## src/rtl/score_digits_render_if.sv

```systemverilog
// Raster, score-control and glyph-ROM signals shared between the score renderer and its surroundings.
interface score_digits_render_if;
    logic [10:0] hpos;
    logic [10:0] vpos;
    logic        video_active;
    logic        vsync;
    logic        inc;
    logic        clr;
    logic [3:0]  rom_digit;
    logic [2:0]  rom_yofs;
    logic [7:0]  rom_bits;
    logic        pixel;
    logic [15:0] score;
    logic [3:0]  pending;
    logic        overflow;

    modport master (
        output hpos, vpos, video_active, vsync, inc, clr, rom_bits,
        input  rom_digit, rom_yofs, pixel, score, pending, overflow
    );

    modport slave (
        input  hpos, vpos, video_active, vsync, inc, clr, rom_bits,
        output rom_digit, rom_yofs, pixel, score, pending, overflow
    );
endinterface

```

## src/rtl/score_digits_render.sv

```systemverilog
// Four-digit BCD score counter applied once per frame, rendered as 2x-scaled glyphs in a 64x16 window.
module score_digits_render #(
    parameter logic [10:0] XPOS = 11'd32,
    parameter logic [10:0] YPOS = 11'd32
) (
    input  logic                  clk,
    input  logic                  reset,
    score_digits_render_if.slave  bus
);
    localparam int unsigned FIELD_W = 64;
    localparam int unsigned FIELD_H = 16;
    localparam int unsigned CW      = 12;

    logic        prev_vsync_q;
    logic [15:0] score_q,    score_d;
    logic [3:0]  pending_q,  pending_d;
    logic        overflow_q, overflow_d;
    logic        pixel_q,    pixel_d;

    logic        frame_tick_c;
    logic        apply_c;
    logic [15:0] score_inc_c;
    logic        score_carry_c;
    logic        in_win_c;
    logic [5:0]  rel_x_c;
    logic [3:0]  rel_y_c;
    logic [2:0]  xofs_c;
    logic [3:0]  rom_digit_c;
    logic [2:0]  rom_yofs_c;

    // BCD +1 across four nibbles; returns {carry_out, sum}
    function automatic logic [16:0] bcd_inc(input logic [15:0] s);
        logic [15:0] r;
        logic        c;
        r = s;
        c = 1'b1;
        for (int i = 0; i < 4; i++) begin
            if (c) begin
                if (s[4*i +: 4] == 4'd9) begin
                    r[4*i +: 4] = 4'd0;
                end else begin
                    r[4*i +: 4] = 4'(s[4*i +: 4] + 4'd1);
                    c = 1'b0;
                end
            end
        end
        return {c, r};
    endfunction

    assign frame_tick_c = prev_vsync_q & ~bus.vsync;
    assign apply_c      = frame_tick_c && (pending_q != 4'd0);
    assign {score_carry_c, score_inc_c} = bcd_inc(score_q);

    always_comb begin
        score_d    = score_q;
        pending_d  = pending_q;
        overflow_d = overflow_q;
        if (bus.clr) begin
            score_d    = 16'h0000;
            pending_d  = 4'd0;
            overflow_d = 1'b0;
        end else begin
            if (apply_c) begin
                score_d = score_inc_c;
                if (score_carry_c) overflow_d = 1'b1;
            end
            // inc and an applied frame cancel out, so pending only moves when exactly one fires
            if (bus.inc && !apply_c) begin
                if (pending_q != 4'hF) pending_d = 4'(pending_q + 4'd1);
            end else if (!bus.inc && apply_c) begin
                pending_d = 4'(pending_q - 4'd1);
            end
        end
    end

    // Window decode; wide compares avoid wrap when XPOS/YPOS sit near the 11-bit limit
    always_comb begin
        in_win_c = ({1'b0, bus.hpos} >= {1'b0, XPOS}) &&
                   ({1'b0, bus.hpos} <  CW'({1'b0, XPOS} + CW'(FIELD_W))) &&
                   ({1'b0, bus.vpos} >= {1'b0, YPOS}) &&
                   ({1'b0, bus.vpos} <  CW'({1'b0, YPOS} + CW'(FIELD_H)));
        rel_x_c  = 6'(bus.hpos - XPOS);
        rel_y_c  = 4'(bus.vpos - YPOS);
        xofs_c   = rel_x_c[3:1];
        rom_digit_c = 4'd0;
        rom_yofs_c  = 3'd0;
        if (in_win_c) begin
            rom_yofs_c = rel_y_c[3:1];
            case (rel_x_c[5:4])
                2'd0:    rom_digit_c = score_q[15:12];
                2'd1:    rom_digit_c = score_q[11:8];
                2'd2:    rom_digit_c = score_q[7:4];
                default: rom_digit_c = score_q[3:0];
            endcase
        end
        pixel_d = bus.rom_bits[3'(3'd7 - xofs_c)] & in_win_c & bus.video_active;
    end

    always_ff @(posedge clk or posedge reset) begin
        if (reset) begin
            prev_vsync_q <= 1'b0;
            score_q      <= 16'h0000;
            pending_q    <= 4'd0;
            overflow_q   <= 1'b0;
            pixel_q      <= 1'b0;
        end else begin
            prev_vsync_q <= bus.vsync;
            score_q      <= score_d;
            pending_q    <= pending_d;
            overflow_q   <= overflow_d;
            pixel_q      <= pixel_d;
        end
    end

    assign bus.rom_digit = rom_digit_c;
    assign bus.rom_yofs  = rom_yofs_c;
    assign bus.pixel     = pixel_q;
    assign bus.score     = score_q;
    assign bus.pending   = pending_q;
    assign bus.overflow  = overflow_q;
endmodule

```

## src/flat_wrapper.sv

```systemverilog
// flat-port wrapper written by rule: the top's interface ports become plain ports
module score_digits_render_flat 
#(
    parameter logic [10:0] XPOS = 11'd32,
    parameter logic [10:0] YPOS = 11'd32
)
  (clk, reset, bus_hpos, bus_vpos, bus_video_active, bus_vsync, bus_inc, bus_clr, bus_rom_bits, bus_rom_digit, bus_rom_yofs, bus_pixel, bus_score, bus_pending, bus_overflow);
  score_digits_render_if bus_i ();
  input  logic clk;
  input  logic reset;
  input wire logic [$bits(bus_i.hpos)-1:0] bus_hpos;
  input wire logic [$bits(bus_i.vpos)-1:0] bus_vpos;
  input wire logic [$bits(bus_i.video_active)-1:0] bus_video_active;
  input wire logic [$bits(bus_i.vsync)-1:0] bus_vsync;
  input wire logic [$bits(bus_i.inc)-1:0] bus_inc;
  input wire logic [$bits(bus_i.clr)-1:0] bus_clr;
  input wire logic [$bits(bus_i.rom_bits)-1:0] bus_rom_bits;
  output wire logic [$bits(bus_i.rom_digit)-1:0] bus_rom_digit;
  output wire logic [$bits(bus_i.rom_yofs)-1:0] bus_rom_yofs;
  output wire logic [$bits(bus_i.pixel)-1:0] bus_pixel;
  output wire logic [$bits(bus_i.score)-1:0] bus_score;
  output wire logic [$bits(bus_i.pending)-1:0] bus_pending;
  output wire logic [$bits(bus_i.overflow)-1:0] bus_overflow;
  assign bus_i.hpos = bus_hpos;
  assign bus_i.vpos = bus_vpos;
  assign bus_i.video_active = bus_video_active;
  assign bus_i.vsync = bus_vsync;
  assign bus_i.inc = bus_inc;
  assign bus_i.clr = bus_clr;
  assign bus_i.rom_bits = bus_rom_bits;
  assign bus_rom_digit = bus_i.rom_digit;
  assign bus_rom_yofs = bus_i.rom_yofs;
  assign bus_pixel = bus_i.pixel;
  assign bus_score = bus_i.score;
  assign bus_pending = bus_i.pending;
  assign bus_overflow = bus_i.overflow;
  score_digits_render #(.XPOS(XPOS), .YPOS(YPOS)) u_core (.clk(clk), .reset(reset), .bus(bus_i));
endmodule
```

## config.mk

```make
export PLATFORM = sky130hd
export DESIGN_NAME = score_digits_render_flat
export DESIGN_NICKNAME = d
export VERILOG_FILES = /design/src/rtl/score_digits_render_if.sv /design/src/rtl/score_digits_render.sv /design/src/flat_wrapper.sv
export SDC_FILE = /design/constraint.sdc
export NUM_CORES = 1
export LEC_CHECK = 0
export ABC_AREA = 0
export BUFFER_PORTS_ARGS = -buffer_cell sky130_fd_sc_hd__buf_2
export CAP_MARGIN = 20
export CORE_MARGIN = 8
export CORE_UTILIZATION = 40
export CTS_CLUSTER_SIZE = 8
export DETAILED_ROUTE_END_ITERATION = 8
export GPL_ROUTABILITY_DRIVEN = 0
export PLACE_DENSITY = 0.75
export SLEW_MARGIN = 20
export SYNTH_ARGS = -nofsm -noshare
export SYNTH_HDL_FRONTEND = slang
export SYNTH_SLANG_ARGS = --single-unit
export TNS_END_PERCENT = 100
```

## constraint.sdc

```tcl
create_clock -name clk -period 2.85 [get_ports clk]
set_clock_uncertainty 0.15 [all_clocks]
set_input_delay 0.285 -clock clk [delete_from_list [all_inputs] [get_ports clk]]
set_output_delay 0.285 -clock clk [all_outputs]
set_load 0.01 [all_outputs]
```

# --- Word level (Yosys, flattened, before mapping) ---
# Cells that the tools add are included.
word_totals:
  out_inout_bits: 29
  input_bits: 36
  regBits: 23
op_classes:
  n_reduce_logical: 21
  bitwise_logic: 4
  eq_ne: 8
  n_addsub: 9
  n_lt_le_gt_ge: 5
  mux: 28
op_table:
  columns: ["cell", "count"]
  rows:
  - ["$mux W4", 12]
  - ["$mux W16", 2]
  - ["$ge A11 B6 Y1 const B", 2]
  - ["$add A4 B1 Y4 const B", 5]
  - ["$eq A4 B4 Y1 const B", 4]
  - ["$pmux W4 S3", 1]
  - ["$lt A11 B6 Y1 const B", 1]
  - ["$lt A11 B7 Y1 const B", 1]
  - ["$mux W1", 11]
  - ["$reduce_and A2 Y1", 5]
  - ["$reduce_bool A2 Y1", 5]
  - ["$sub A4 B1 Y4 const B", 2]
  - ["$logic_and A1 B1 Y1", 6]
  - ["$sub A6 B6 Y6 const B", 1]
  - ["$lt A3 B4 Y1 const B", 1]
  - ["$ne A4 B4 Y1 const B", 1]
  - ["$reduce_bool A4 Y1", 1]
  - ["$and A1 B1 Y1", 3]
  - ["$bmux W1 S3", 1]
  - ["$mux W3", 1]
  - ["$ne A3 B3 Y1 const B", 1]
  - ["$reduce_bool A3 Y1", 1]
  - ["$sub A3 B3 Y3 const A", 1]
  - ["$eq A2 B1 Y1 const B", 1]
  - ["other kinds (4)", 5]

# --- Logic depth before layout (Yosys ltp) ---
# Gate-level depths: netlist of the first run.
depth:
  depth_word: 8
  ltp_mapped: 8
  mapped_depth_nobuf: 8

# --- Worst setup path before layout of the first run ---
# No wires, ideal clock.
synth_timing:
  path_type: "reg-to-reg"
  startpoint: "register u_core.pending_q[1] (netlist: u_core.bus.pending[1])"
  endpoint: "register u_core.pending_q[3] (netlist: u_core.bus.pending[3])"
  setup_slack_ns: 0.465
  setup_ns: 0.101
  path_stages_with_launch: 9
  synth_period_minus_slack_ns: 2.385
  arrival_time_ns: 2.134
  t_required_ns: 2.599
  path_cell_list: "dfrtp_1 > nor4_4 > o21ai_2 > ha_1 > a21o_2 > a21oi_1 > and2_2 > a211oi_1 > o32ai_1"
synth_via:
  elab_chain_len: 6
  elab_cells_between_ends: 15
  cone_classes: "add/sub (2); eq/ne (2); mux (4); reduce/logical (7)"
synth_lines:
  columns: ["element", "line", "text"]
  rows:
  - ["start, declared", "score_digits_render.sv:16", "logic [3:0] pending_q, pending_d;"]
  - ["start signal, assigned", "score_digits_render.sv:109", "pending_q <= pending_d;"]
  - ["parallel branches: the longest is 6 deep, another holds $sub A4 B1 Y4", null, null]
# Several ways; the timed one is not identified. The select of a mux whose other input is x is not followed.
# A chain may end at the register's enable or synchronous reset.

# --- Final worst setup path of the first run ---
layout_timing:
  startpoint: "input port bus_vsync"
  endpoint: "register u_core.pending_q[3] (netlist: u_core.bus.pending[3])"
layout_via:
  elab_chain_len: 7
  elab_cells_between_ends: 11
  cone_classes: "eq/ne (1); mux (2); bitwise (2); reduce/logical (6)"
layout_lines:
  columns: ["element", "line", "text"]
  rows:
  - ["start, declared", "flat_wrapper.sv:14", "input wire logic [$bits(bus_i.vsync)-1:0] bus_vsync;"]
  - ["$not A1 Y1 (*)", "score_digits_render.sv:50", "assign frame_tick_c = prev_vsync_q & ~bus.vsync;"]
  - ["$and A1 B1 Y1 (*)", "score_digits_render.sv:50", null]
  - ["$logic_and A1 B1 Y1 (*)", "score_digits_render.sv:51", "assign apply_c = frame_tick_c && (pending_q != 4'd0);"]
  - ["$logic_not A1 Y1", "score_digits_render.sv:68", "if (bus.inc && !apply_c) begin"]
  - ["$logic_and A1 B1 Y1", "score_digits_render.sv:68", null]
  - ["$ne A3 B3 Y1 (no line), or another cell as far along", null, null]
  - ["$reduce_and A2 Y1 (no line) / $mux W4 (equally long branches)", null, null]
# Every way passes the cells marked *; elsewhere a longest branch is shown, timed or not.

==> results of run 1 <==
[registers in the layout, summed over array words and instances (netlist names)]
name	flops
u_core.bus.overflow	1
u_core.bus.pending	4
u_core.bus.score	16
u_core.bus.pixel	1
u_core.prev_vsync_q	1
[final cells by class]
| type | instances | area (um2) |
|---|---|---|
| clock buffers | 3 | 41.3 |
| clock inverters | 1 | 5.00 |
| fillers | 373 | 1920 |
| inverters | 14 | 52.6 |
| multi-input cells | 127 | 970 |
| flip-flops and latches | 23 | 576 |
| well taps | 50 | 62.6 |
| repair buffers | 63 | 320 |
[repair_timing]
| action | CTS | global route |
|---|---|---|
| gates resized for setup | 0 | 0 |
| hold buffers | 1 | 0 |
| endpoints found under the hold margin | 1 | 0 |
[Yosys cell counts (all sizes together) (2+ instances only)]
master,n,share of area [%]
dfrtp,23,36
nor2,16,3.7
a21oi,14,4.6
inv,14,3.3
nand2,14,3.4
ha,10,7.8
o21ai,9,3.7
nor3,8,2.5
mux4,6,8.4
or3,6,2.3
clkbuf,4,0.93
nor2b,4,1.6
a31oi,3,2.1
nor4,3,3.0
or4,3,1.4
a21o,2,1.0
and2,2,0.85
and3b,2,1.1
mux2i,2,1.2
nand2b,2,0.78
nand3,2,0.62
nand3b,2,0.93
o21a,2,0.93
xor2,2,1.1
[cell families after synthesis]
family	share of synthesized area, %
DFF	35.7
buffers and inverters	4.19
AOI/OAI and AO/OA	15.9
xor gates and xnor gates	1.09
adders and majority gates	9.00
muxes	9.62
and+or+nand+nor	24.5
[routing by layer]
metal / vias up / GRT usage (%) / wire, um
met5: - / 0 / 0
met4: 0 / 1.85 / 0
met3: 0 / 4.73 / 374
met2: 41 / 23.2 / 2010
met1: 727 / 14.2 / 1660
li1: 731 / - / -
[metrics by stage]
stage,total power (W),instance area [um2],cells,setup slack [ns]
after floorplan,0.000615,1610,168,0.465
after global placement,0.000704,1970,276,0.392
after detailed placement,0.000712,1970,276,0.351
after CTS,0.000925,2030,281,0.201
after global routing,0.000981,2030,281,0.0670
final,0.000914,2030,281,0.179
[final timing paths]
check / cells past startpoint / slack [ns] / from / to
min reg2reg: 2 / 0.36 / u_core.bus.overflow / u_core.bus.overflow
max reg2reg: 8 / 0.31 / u_core.bus.pending[1] / u_core.bus.pending[3]
max in group asynchronous: 2 / 1.96 / reset / u_core.prev_vsync_q
max: 10 / 0.18 / bus_vsync / u_core.bus.pending[3]
min in group clk: 2 / 0.11 / bus_video_active / u_core.bus.pixel
min: 2 / 0.04 / reset / u_core.bus.score[10]
[report_power, final]
part,switching (W),internal (W)
sequential,0.0000597,0.000356
clock,0.000111,0.0000977
combinational,0.000153,0.000137
total,0.000323,0.000591
==> results.json, run 1 <==
{
  "status": "complete, no violations",
  "synthCells": 168,
  "crit_path_max_fanout": 6,
  "core.rowCount": 23,
  "maxCapViolCount": 0,
  "period_minus_slack_ns": 2.67,
  "p_leak_nw": 0.987,
  "cts_tree": "done",
  "slew_violations": 0,
  "setup-tns-final_ns": 0,
  "path_cells": "dlygate4sd3_1, buf_2, nand2b_1, o21ai_2, ha_1, a21o_2, a21oi_1, and2_2, a211oi_1, o32ai_1",
  "ys.flop_type": "dfrtp_1",
  "die_h_um": 79.5,
  "drt_iter0_markers": 48,
  "post-cts-setup-buffers": 0,
  "grt_pass1_wl_um": 6820,
  "rsz0062_at_grt": "false",
  "cp-start-kind": "input port",
  "synth_cell_types": 45,
  "worst-path-buf-inv": 2,
  "drcViolationCount": 0,
  "hold_class": "input port to asynchronous set/reset pin",
  "drive_gt1_share_pct": 35.9,
  "die_w_um": 79.5,
  "worstMarginPinSlew_ns": 0.888,
  "drtAntennaViolNets": 0,
  "core_area_um2": 3940,
  "synth_warnings": 0,
  "max_clock_freq_mhz": 374,
  "vdd_drop_max_v": 0.000412,
  "vias": 1499,
  "power_density_nw_per_um2": 451,
  "synth_edf_count": 0,
  "timing.hold.ws_ns": 0.0422,
  "cts_sinks": 23,
  "hold_viol": 0,
  "synthesis.area_um2": 1610,
  "ys_ff_latch": 23,
  "worstSetupPathType": "input port to flop",
  "cts_max_level": 1,
  "initial_core_util_pct": 40.9,
  "crit_family": "compound AO/OA/AOI/OAI gates",
  "final_core_util_pct": 51.4,
  "dieArea_um2": 6320,
  "cts_buffer_depth": 2,
  "synth_area_per_cell_um2": 9.60,
  "drtPass1Iterations": 4,
  "postRouteWirelength_um": 4040,
  "final_cell_mix": "buf_2 (62), dfrtp_1 (23), nor2_1 (16)",
  "grt_max_degree": 24,
  "cts_buffers": 3,
  "setup_viol": 0,
  "numPortBuffers": 62,
  "cts_root_buf": "clkbuf_8",
  "grt_pass1_vias": 1509,
  "clkTransAtPathRegs_ns": 0.09,
  "syn_to_final_growth_pct": 25.7,
  "slew_headroom_pct": 40.7,
  "nets": 279,
  "clock_latency_ns": 0.27,
  "synth.yosys.seq_area_share_pct": 35.7,
  "overflow": 0,
  "mappedNetlistNets": 215,
  "async_reset_ff_share_pct": 100,
  "io-pin-count": 65,
  "antenna_found_initial": 0,
  "wl_per_cell_um": 14.4,
  "grtUsageTotal_pct": 12.9,
  "post-route-period-util_pct": 93.7,
  "worstPathArrival_ns": 2.69,
  "cp-end-kind": "flop",
  "diodes": 0,
  "slowest_stage": "dlygate4sd3_1",
  "critPathMaxStageDelay_ns": 0.53,
  "crit_required_ns": 2.87,
  "vias_per_cell": 5.33,
  "dp_hpwl_um": 3170,
  "final_common_cell": "buf_2"
}
Power figures use the tool's default switching activity.
==> run 2: changes to the inputs <==
--- a/config.mk
+++ b/config.mk
@@ -8,11 +8,13 @@
 export ABC_AREA = 0
 export BUFFER_PORTS_ARGS = -buffer_cell sky130_fd_sc_hd__buf_2
 export CAP_MARGIN = 20
+export CORE_ASPECT_RATIO = 0.9
 export CORE_MARGIN = 8
 export CORE_UTILIZATION = 40
 export CTS_CLUSTER_SIZE = 8
 export DETAILED_ROUTE_END_ITERATION = 8
 export GPL_ROUTABILITY_DRIVEN = 0
+export GPL_TIMING_DRIVEN = 0
 export PLACE_DENSITY = 0.75
 export SLEW_MARGIN = 20
 export SYNTH_ARGS = -nofsm -noshare
==> run 2 against run 1 <==
Against the previous run:
- fmax grew 1.9%
- non-clock buffer count increased by 3
- critical path depth stayed put
- sequential share of layout area decreased by 0.10 points
- die area about the same
- critical path type unchanged
- critical endpoint unchanged
- highest routed layer is now met4
==> results.json, run 2 (synthesized netlist as in run 1, its figures left out) <==
{
  "worstPathArrival_ns": 2.66,
  "io-pin-count": 65,
  "cts_tree": "done",
  "cp-start-kind": "input port",
  "path_cells": "dlygate4sd3_1, buf_2, nand2b_1, o21ai_2, ha_1, a21o_2, a21oi_1, and2_2, a211oi_1, o32ai_1",
  "crit_required_ns": 2.89,
  "die_h_um": 76.2,
  "vdd_drop_max_v": 0.000356,
  "post-route-period-util_pct": 92.0,
  "setup_viol": 0,
  "cts_buffer_depth": 2,
  "cp-end-kind": "flop",
  "p_leak_nw": 0.987,
  "worstReg2RegStart": "u_core.bus.pending[1]",
  "vias": 1533,
  "slew_headroom_pct": 39.6,
  "drcViolationCount": 0,
  "postRouteWirelength_um": 4250,
  "initial_core_util_pct": 40.7,
  "grtUsageTotal_pct": 13.6,
  "clkTransAtPathRegs_ns": 0.09,
  "cts_root_buf": "clkbuf_8",
  "diodes": 0,
  "slowest_stage": "dlygate4sd3_1",
  "core.rowCount": 22,
  "reg2reg_to": "u_core.bus.pending[3]",
  "regToRegSetupSlack_ns": 0.31,
  "post-cts-setup-buffers": 0,
  "largest_reg_flops": 16,
  "worstSetupPathType": "input port to flop",
  "grt_pass1_vias": 1438,
  "max_clock_freq_mhz": 382,
  "rsz0062_at_grt": "false",
  "dp.cells": 277,
  "crit_path_max_fanout": 6,
  "slew_violations": 0,
  "worstMarginPinSlew_ns": 0.905,
  "core_area_um2": 3960,
  "nets": 282,
  "cp-endpoint": "u_core.bus.pending[3]",
  "dieArea_um2": 6320,
  "drive_gt1_share_pct": 35.0,
  "drtPass1Iterations": 4,
  "grt_max_degree": 24,
  "overflow": 0,
  "numPortBuffers": 61,
  "hold_viol": 0,
  "rr_worst_depth": 8,
  "cts_resized": 0,
  "drt_iter0_markers": 61,
  "maxCapViolCount": 0,
  "drtAntennaViolNets": 0,
  "power_w": 0.000919,
  "grt_pass1_wl_um": 7240,
  "clock_latency_ns": 0.28,
  "vias_per_cell": 5.44,
  "status": "complete, no violations",
  "final_cell_mix": "buf_2 (61), dfrtp_1 (23), nor2_1 (16)",
  "fin_cells": 282,
  "critPathMaxStageDelay_ns": 0.54,
  "period_minus_slack_ns": 2.62,
  "die_w_um": 82.9,
  "power_density_nw_per_um2": 452,
  "critPathLaunch": "bus_vsync",
  "cts_max_level": 1,
  "cts_buffers": 3,
  "syn_to_final_growth_pct": 26.1,
  "hold_class": "input port to asynchronous set/reset pin",
  "antenna_found_initial": 0,
  "setup-tns-final_ns": 0,
  "dp_hpwl_um": 3400,
  "final_common_cell": "buf_2",
  "wl_per_cell_um": 15.1,
  "cts_sinks": 23
}
## run 2: changes by cell type in the layout (fill, tap and decap cells not counted), sizes merged
cell | previous run | this run
buf | 62 | 61
clkbuf | 3 | 7
## run 2: repair_timing
action                                 4_1_cts  5_1_grt
setup endpoints to repair                    0        0
hold buffers                                 1        0
endpoints found under the hold margin        1        0
## run 2: layer usage
metal	global-route usage, %	part of all wire (%)
met1	17.9	47
met2	20.5	45
met3	3.95	7.1
met4	4.74	1.3
met5	0	0
## run 2: power breakdown
group,switching [W],total (W),internal [W]
sequential,0.0000607,0.000416,0.000356
clock,0.000118,0.000217,0.0000982
combinational,0.000150,0.000286,0.000137
total,0.000329,0.000919,0.000590
## run 2: stage by stage
stage               setup slack (ns)  area, um2  util (%)  hold slack (ns)
floorplan                      0.465       1610         -            0.137
global placement               0.337       1980      49.9            0.263
detailed placement             0.320       1980      49.9            0.269
CTS                            0.223       2030      51.3           0.0823
global route                  0.0272       2030      51.3            0.124
finish                         0.229       2030      51.3           0.0359
## run 2: critical path, delay by kind of cell
| family | cells | cell delay, ns |
|---|---|---|
| adders and majority gates | 1 | 0.30 |
| AOI/OAI and AO/OA | 5 | 1.01 |
| buffers and inverters | 2 | 0.67 |
| and+or+nand+nor | 2 | 0.40 |
## run 2: final cells by class
| cell class | count | area, um2 |
|---|---|---|
| Fill cell | 391 | 1930 |
| Multi-Input combinational cell | 127 | 970 |
| Sequential cell | 23 | 576 |
| Timing Repair Buffer | 62 | 315 |
| Tap cell | 48 | 60.1 |
| Inverter | 14 | 52.6 |
| Clock buffer | 3 | 41.3 |
| Buffer | 4 | 15.0 |
| Clock inverter | 1 | 5.00 |
## run 2: worst min-delay path by stage
stage	from	to	slack, ns
detailed placement	bus_vsync	u_core.prev_vsync_q	0.27
CTS	reset	u_core.bus.overflow	0.08
finish	reset	u_core.bus.pending[3]	0.04
floorplan	reset	u_core.bus.overflow	0.14
global route	bus_video_active	u_core.bus.pixel	0.12
global placement	bus_vsync	u_core.prev_vsync_q	0.26
